==> src/rtl/branch_redirect_unit.sv <==
// Decode-stage branch/jump resolution: combinational redirect into fetch plus the ID/EX
// stage register, with delay-slot / squash tracking and a sticky delay-slot-transfer error.
module branch_redirect_unit #(
  parameter logic [31:0] TEXT_BASE  = 32'h00400000,
  parameter int unsigned DELAY_SLOT = 1
) (
  input  logic        clk,
  input  logic        reset,
  input  logic [31:0] ir,
  input  logic [31:0] pc_plus_4,
  input  logic [31:0] rs_data,
  input  logic [31:0] rt_data,
  output logic [4:0]  rs_addr,
  output logic [4:0]  rt_addr,
  output logic [31:0] branch_pc,
  output logic        pc_src,
  output logic        id_valid,
  output logic [31:0] id_instr,
  output logic [31:0] id_pc,
  output logic        link_we,
  output logic [4:0]  link_addr,
  output logic [31:0] link_data,
  output logic        slot_err
);

  typedef enum logic [1:0] {StNormal, StSlot, StSquash} st_e;

  st_e         st_q, st_d;
  logic        primed_q;
  logic        id_valid_q, id_valid_d;
  logic [31:0] id_instr_q, id_pc_q;
  logic        link_we_q, link_we_d;
  logic [4:0]  link_addr_q, link_addr_d;
  logic [31:0] link_data_q, link_data_d;
  logic        slot_err_q, slot_err_d;

  logic [5:0]  op, fn;
  logic [31:0] iaddr, seq, imm, target;
  logic        is_br, is_j, is_jal, is_jr, is_jalr, is_xfer, taken, cond;

  assign rs_addr = ir[25:21];
  assign rt_addr = ir[20:16];

  always_comb begin
    op      = ir[31:26];
    fn      = ir[5:0];
    iaddr   = pc_plus_4 - 32'd8;
    seq     = pc_plus_4 - 32'd4;
    imm     = {{14{ir[15]}}, ir[15:0], 2'b00};
    is_br   = (op[5:2] == 4'b0001);
    is_jal  = (op == 6'h03);
    is_j    = (op == 6'h02) || is_jal;
    is_jr   = (op == 6'h00) && (fn == 6'h08);
    is_jalr = (op == 6'h00) && (fn == 6'h09);
    is_xfer = is_br || is_j || is_jr || is_jalr;

    cond = 1'b0;
    unique case (op[1:0])
      2'b00: cond = (rs_data == rt_data);
      2'b01: cond = (rs_data != rt_data);
      2'b10: cond = ($signed(rs_data) <= 32'sd0);
      2'b11: cond = ($signed(rs_data) > 32'sd0);
      default: cond = 1'b0;
    endcase
    taken = is_br ? cond : (is_j || is_jr || is_jalr);

    if (is_br) begin
      target = seq + imm;
    end else if (is_j) begin
      target = {seq[31:28], ir[25:0], 2'b00};
    end else if (is_jr || is_jalr) begin
      target = rs_data;
    end else begin
      target = seq;
    end

    branch_pc = target;
    pc_src    = primed_q && (st_q == StNormal) && taken;
  end

  always_comb begin
    st_d = StNormal;
    unique case (st_q)
      StNormal: if (pc_src) st_d = (DELAY_SLOT != 0) ? StSlot : StSquash;
      StSlot:   st_d = StNormal;
      StSquash: st_d = StNormal;
      default:  st_d = StNormal;
    endcase

    slot_err_d  = slot_err_q || ((st_q == StSlot) && is_xfer);
    id_valid_d  = primed_q && (st_q != StSquash);
    link_we_d   = id_valid_d && (is_jal || (is_jalr && (ir[15:11] != 5'd0)));
    link_addr_d = is_jal ? 5'd31 : ir[15:11];
    link_data_d = (DELAY_SLOT != 0) ? pc_plus_4 : seq;
  end

  always_ff @(posedge clk or posedge reset) begin
    if (reset) begin
      st_q        <= StNormal;
      primed_q    <= 1'b0;
      id_valid_q  <= 1'b0;
      id_instr_q  <= 32'd0;
      id_pc_q     <= TEXT_BASE;
      link_we_q   <= 1'b0;
      link_addr_q <= 5'd0;
      link_data_q <= 32'd0;
      slot_err_q  <= 1'b0;
    end else begin
      st_q        <= st_d;
      primed_q    <= 1'b1;
      id_valid_q  <= id_valid_d;
      id_instr_q  <= ir;
      id_pc_q     <= iaddr;
      link_we_q   <= link_we_d;
      link_addr_q <= link_addr_d;
      link_data_q <= link_data_d;
      slot_err_q  <= slot_err_d;
    end
  end

  assign id_valid  = id_valid_q;
  assign id_instr  = id_instr_q;
  assign id_pc     = id_pc_q;
  assign link_we   = link_we_q;
  assign link_addr = link_addr_q;
  assign link_data = link_data_q;
  assign slot_err  = slot_err_q;

endmodule
==> config.mk <==
export PLATFORM = sky130hd
export DESIGN_NAME = branch_redirect_unit
export DESIGN_NICKNAME = d
export VERILOG_FILES = /design/src/rtl/branch_redirect_unit.sv
export SDC_FILE = /design/constraint.sdc
export NUM_CORES = 1
export LEC_CHECK = 0
export ABC_AREA = 1
export CAP_MARGIN = 25
export CELL_PAD_IN_SITES_DETAIL_PLACEMENT = 2
export CELL_PAD_IN_SITES_GLOBAL_PLACEMENT = 2
export CORE_MARGIN = 2
export CORE_UTILIZATION = 22
export CTS_BUF_LIST = sky130_fd_sc_hd__clkbuf_16
export DETAILED_ROUTE_END_ITERATION = 12
export GPL_ROUTABILITY_DRIVEN = 0
export PLACE_DENSITY_LB_ADDON = 0.1
export SETUP_SLACK_MARGIN = 0.3
export SLEW_MARGIN = 20
export SYNTH_ARGS = -nofsm -noshare
export SYNTH_HDL_FRONTEND = slang
export SYNTH_SLANG_ARGS = --single-unit
export TNS_END_PERCENT = 5
==> constraint.sdc <==
create_clock -name clk -period 3.6 [get_ports clk]
set_input_delay 0.72 -clock clk [delete_from_list [all_inputs] [get_ports clk]]
set_output_delay 0.72 -clock clk [all_outputs]
set_load 0.05 [all_outputs]
==> results.json <==
{
  "outcome": "finished with violations",
  "violations": "setup timing",
  "ir_worst_vdd_mv": 0.2678,
  "hold_slack_ns": 0.4569,
  "hold_viol": 0,
  "path_buf_inv": 7,
  "cts_tree": "done",
  "fin_cells": 2103,
  "nets": 1811,
  "drcViolationCount": 0,
  "yosysUniqueCellTypes": 46,
  "slowest_stage": "ha_4",
  "worstPathRequired_ns": 2.88,
  "die_width_um": 190.0,
  "mappedNetlistNets": 1234,
  "dieArea_um2": 36080,
  "synth_common_cells": "275 x nand2_1, 141 x inv_1, 118 x nor2_1",
  "synth_top_cell_by_area": "dfrtp_1",
  "p_int_mw": 2.679,
  "leakage_nw": 7.053,
  "routed_wl_um": 48020,
  "portBuffers": 276,
  "cts-buffers-inserted": 9,
  "via_per_inst": 4.594,
  "drv_cap": 0,
  "relSlewSlack_pct": 60.70,
  "yosysMostFrequentCell": "nand2_1",
  "critPathLaunchType": "input port",
  "critical_path.max_stage_delay_ns": 0.35,
  "crit_chain": "buf_6 > clkinvlp_4 > ha_4 > inv_2 > nor2_4 > nand3_4 > buf_6 > nor2_4 > buf_6 > xor2_2 > inv_2 > ha_4 > nand2_8 > nor2_2 > nor2_2 > nor2_1 > nor2_2 > nor2_1 > nor2_2 > nand2_1 > nand2_1 > nand3_1 > nand2_2 > buf_12",
  "rsz0062_at_grt": "yes",
  "syn_area_per_cell_um2": 7.136,
  "crit_type": "input port to output pin",
  "htree_levels": 3,
  "crit_path_end_kind": "output pin",
  "cts_root_buf": "clkbuf_16",
  "die_h_um": 190.0,
  "drive_gt1_share_pct": 43.63,
  "antenna_found_initial": 0,
  "finalCriticalPeriod_ns": 4.399,
  "postCtsHoldBufs": 0,
  "grt.total_usage_pct": 24.57,
  "path_common_cell": "nor2_2",
  "syn_area_um2": 7607,
  "core_um2": 34290,
  "total_power_mw": 4.474,
  "start_util_pct": 22.19,
  "finalSetupViolCount": 28,
  "cts.sinks": 103,
  "synth-edff-count": 0,
  "synthCells": 1066,
  "yosysTopAreaCellShare_pct": 33.55,
  "overflow": 0,
  "cts_buffer_depth": 2,
  "insertion_delay_ns": 0.38,
  "first_global_vias": 10700,
  "hold_start": "primed_q",
  "design_area_um2": 15530,
  "r2r_setup_slack_ns": 2.69,
  "crit_arrival_ns": 3.68,
  "grt_pass1_wl_um": 65960,
  "setup_ws_ns": -0.7990,
  "post_drt_wl_per_cell_um": 22.83,
  "io_pins": 277,
  "tns_ns": -16.05,
  "vias": 9662,
  "worstReg2RegStart": "st_q[0]",
  "startpoint": "pc_plus_4[3]",
  "yosysWarnings": 0,
  "drtAntennaViolNets": 0,
  "critical-path-top-delay-family": "simple AND/OR/NAND/NOR gates",
  "dp_hpwl_um": 36030,
  "finClkSkew_ns": 0.0006107,
  "dr.pass1.iters": 4,
  "power_switching_mw": 1.795,
  "synthArstFlopShare_pct": 100.0,
  "place_area_um2": 13250,
  "grt_max_degree": 55,
  "synth_area_leaders": "dfrtp_1 34%, nand2_1 14%, inv_1 7.0%",
  "n_antenna_cell": 0,
  "tightestPinTransition_ns": 0.5876,
  "power.density_nw_per_um2": 288.0,
  "combPwrFrac_pct": 48.7,
  "area_growth_pct": 104.2,
  "drv_slew": 0,
  "sw_frac_of_total_pct": 40.13,
  "clock_power_share_pct": 23.7,
  "dpl.cell_count": 2032,
  "ys_seq_elements": 103,
  "row_count": 68,
  "drtIter0Drc": 334,
  "max_freq_mhz": 227.3,
  "seq_power_share_pct": 27.7,
  "ys.flop_type": "dfrtp_1",
  "timing.final.crit_share_pct": 122.2,
  "holdCritPathClass": "flop to flop",
  "crit_fanout": 4,
  "ys_seq_area_share_pct": 33.90,
  "path_clk_slew_ns": 0.07
}
-- power groups by stage --
| stage | registers (mW) | clock network, mW | logic [mW] |
|---|---|---|---|
| floorplan | 1.48 | 0 | 0.612 |
| detailed placement | 1.26 | 0 | 1.82 |
| finish | 1.24 | 1.06 | 2.18 |
| global placement | 1.26 | 0 | 1.79 |
| CTS | 1.24 | 1.09 | 1.99 |
| global route | 1.24 | 1.13 | 2.29 |
-- kinds of logic after synthesis --
logic type	Yosys count	share of synthesized area [%]
simple gates	538	31.33
buf+inv	177	9.506
compound gates	136	10.16
flops	103	33.90
xor+xnor	73	8.701
fa+ha+maj	38	6.349
other cells	1	0.04929
-- final cells by class --
cell class	count	area, um^2
multi-input cells	786	5986
clock inverters	7	71.32
fillers	3725	18750
inverters	154	605.6
well taps	455	569.3
flip-flops and latches	103	2579
repair buffers	589	5499
clock buffers	9	225.2
-- cells in the final DEF, fill, tap and decap left out, drive strengths merged, types with 7 or more instances in the layout --
cell type,count
clkdlybuf4s50,214
o211ai,10
inv,155
buf,353
a21oi,56
dlygate4sd2,9
nand3,67
xnor2,25
clkbuf,14
xor2,48
nor2,139
ha,37
nor3,21
nand4,14
dfrtp,102
nand2,285
o21ai,47
o21bai,7
-- path summary, 6_finish.rpt --
| kind | endpoint | depth (start not counted) |
|---|---|---|
| min reg2reg | id_valid | 0 |
| min | id_valid | 0 |
| max reg2reg | st_q[0] | 4 |
| max in group asynchronous | id_instr[22] | 3 |
| max | branch_pc[29] | 24 |
| min in group asynchronous | link_data[2] | 2 |
-- flip-flops by register name, indices dropped and copies added, names as in the netlist --
name and cells:
id_instr 32, id_pc 29, id_valid 1, link_addr 5, link_data 32, link_we 1
primed_q 1, slot_err 1, st_q 1
-- what timing repair did --
action | CTS | global route
endpoints found under the setup margin | 33 | 33
buffers inserted | 36 | 19
resized for setup | 283 | 186
pin swaps | 86 | 104
-- routing by layer --
metal | vias up | wire length, um | global-route usage, %
met2 | 180 | 24960 | 43.21
met5 | - | 0 | 0
met3 | 40 | 1782 | 3.431
li1 | 4531 | - | -
met4 | 0 | 942 | 6.052
met1 | 4911 | 20330 | 31.63
-- metrics by stage --
stage               utilization [%]  setup slack (ns)
detailed placement            38.65            -1.420
floorplan                         -           -0.1730
CTS                           42.93           -0.6706
global route                  45.31            -1.016
finish                        45.31           -0.7990
global placement              38.65            -1.342
Note: power is estimated with default switching activity, not from simulation.
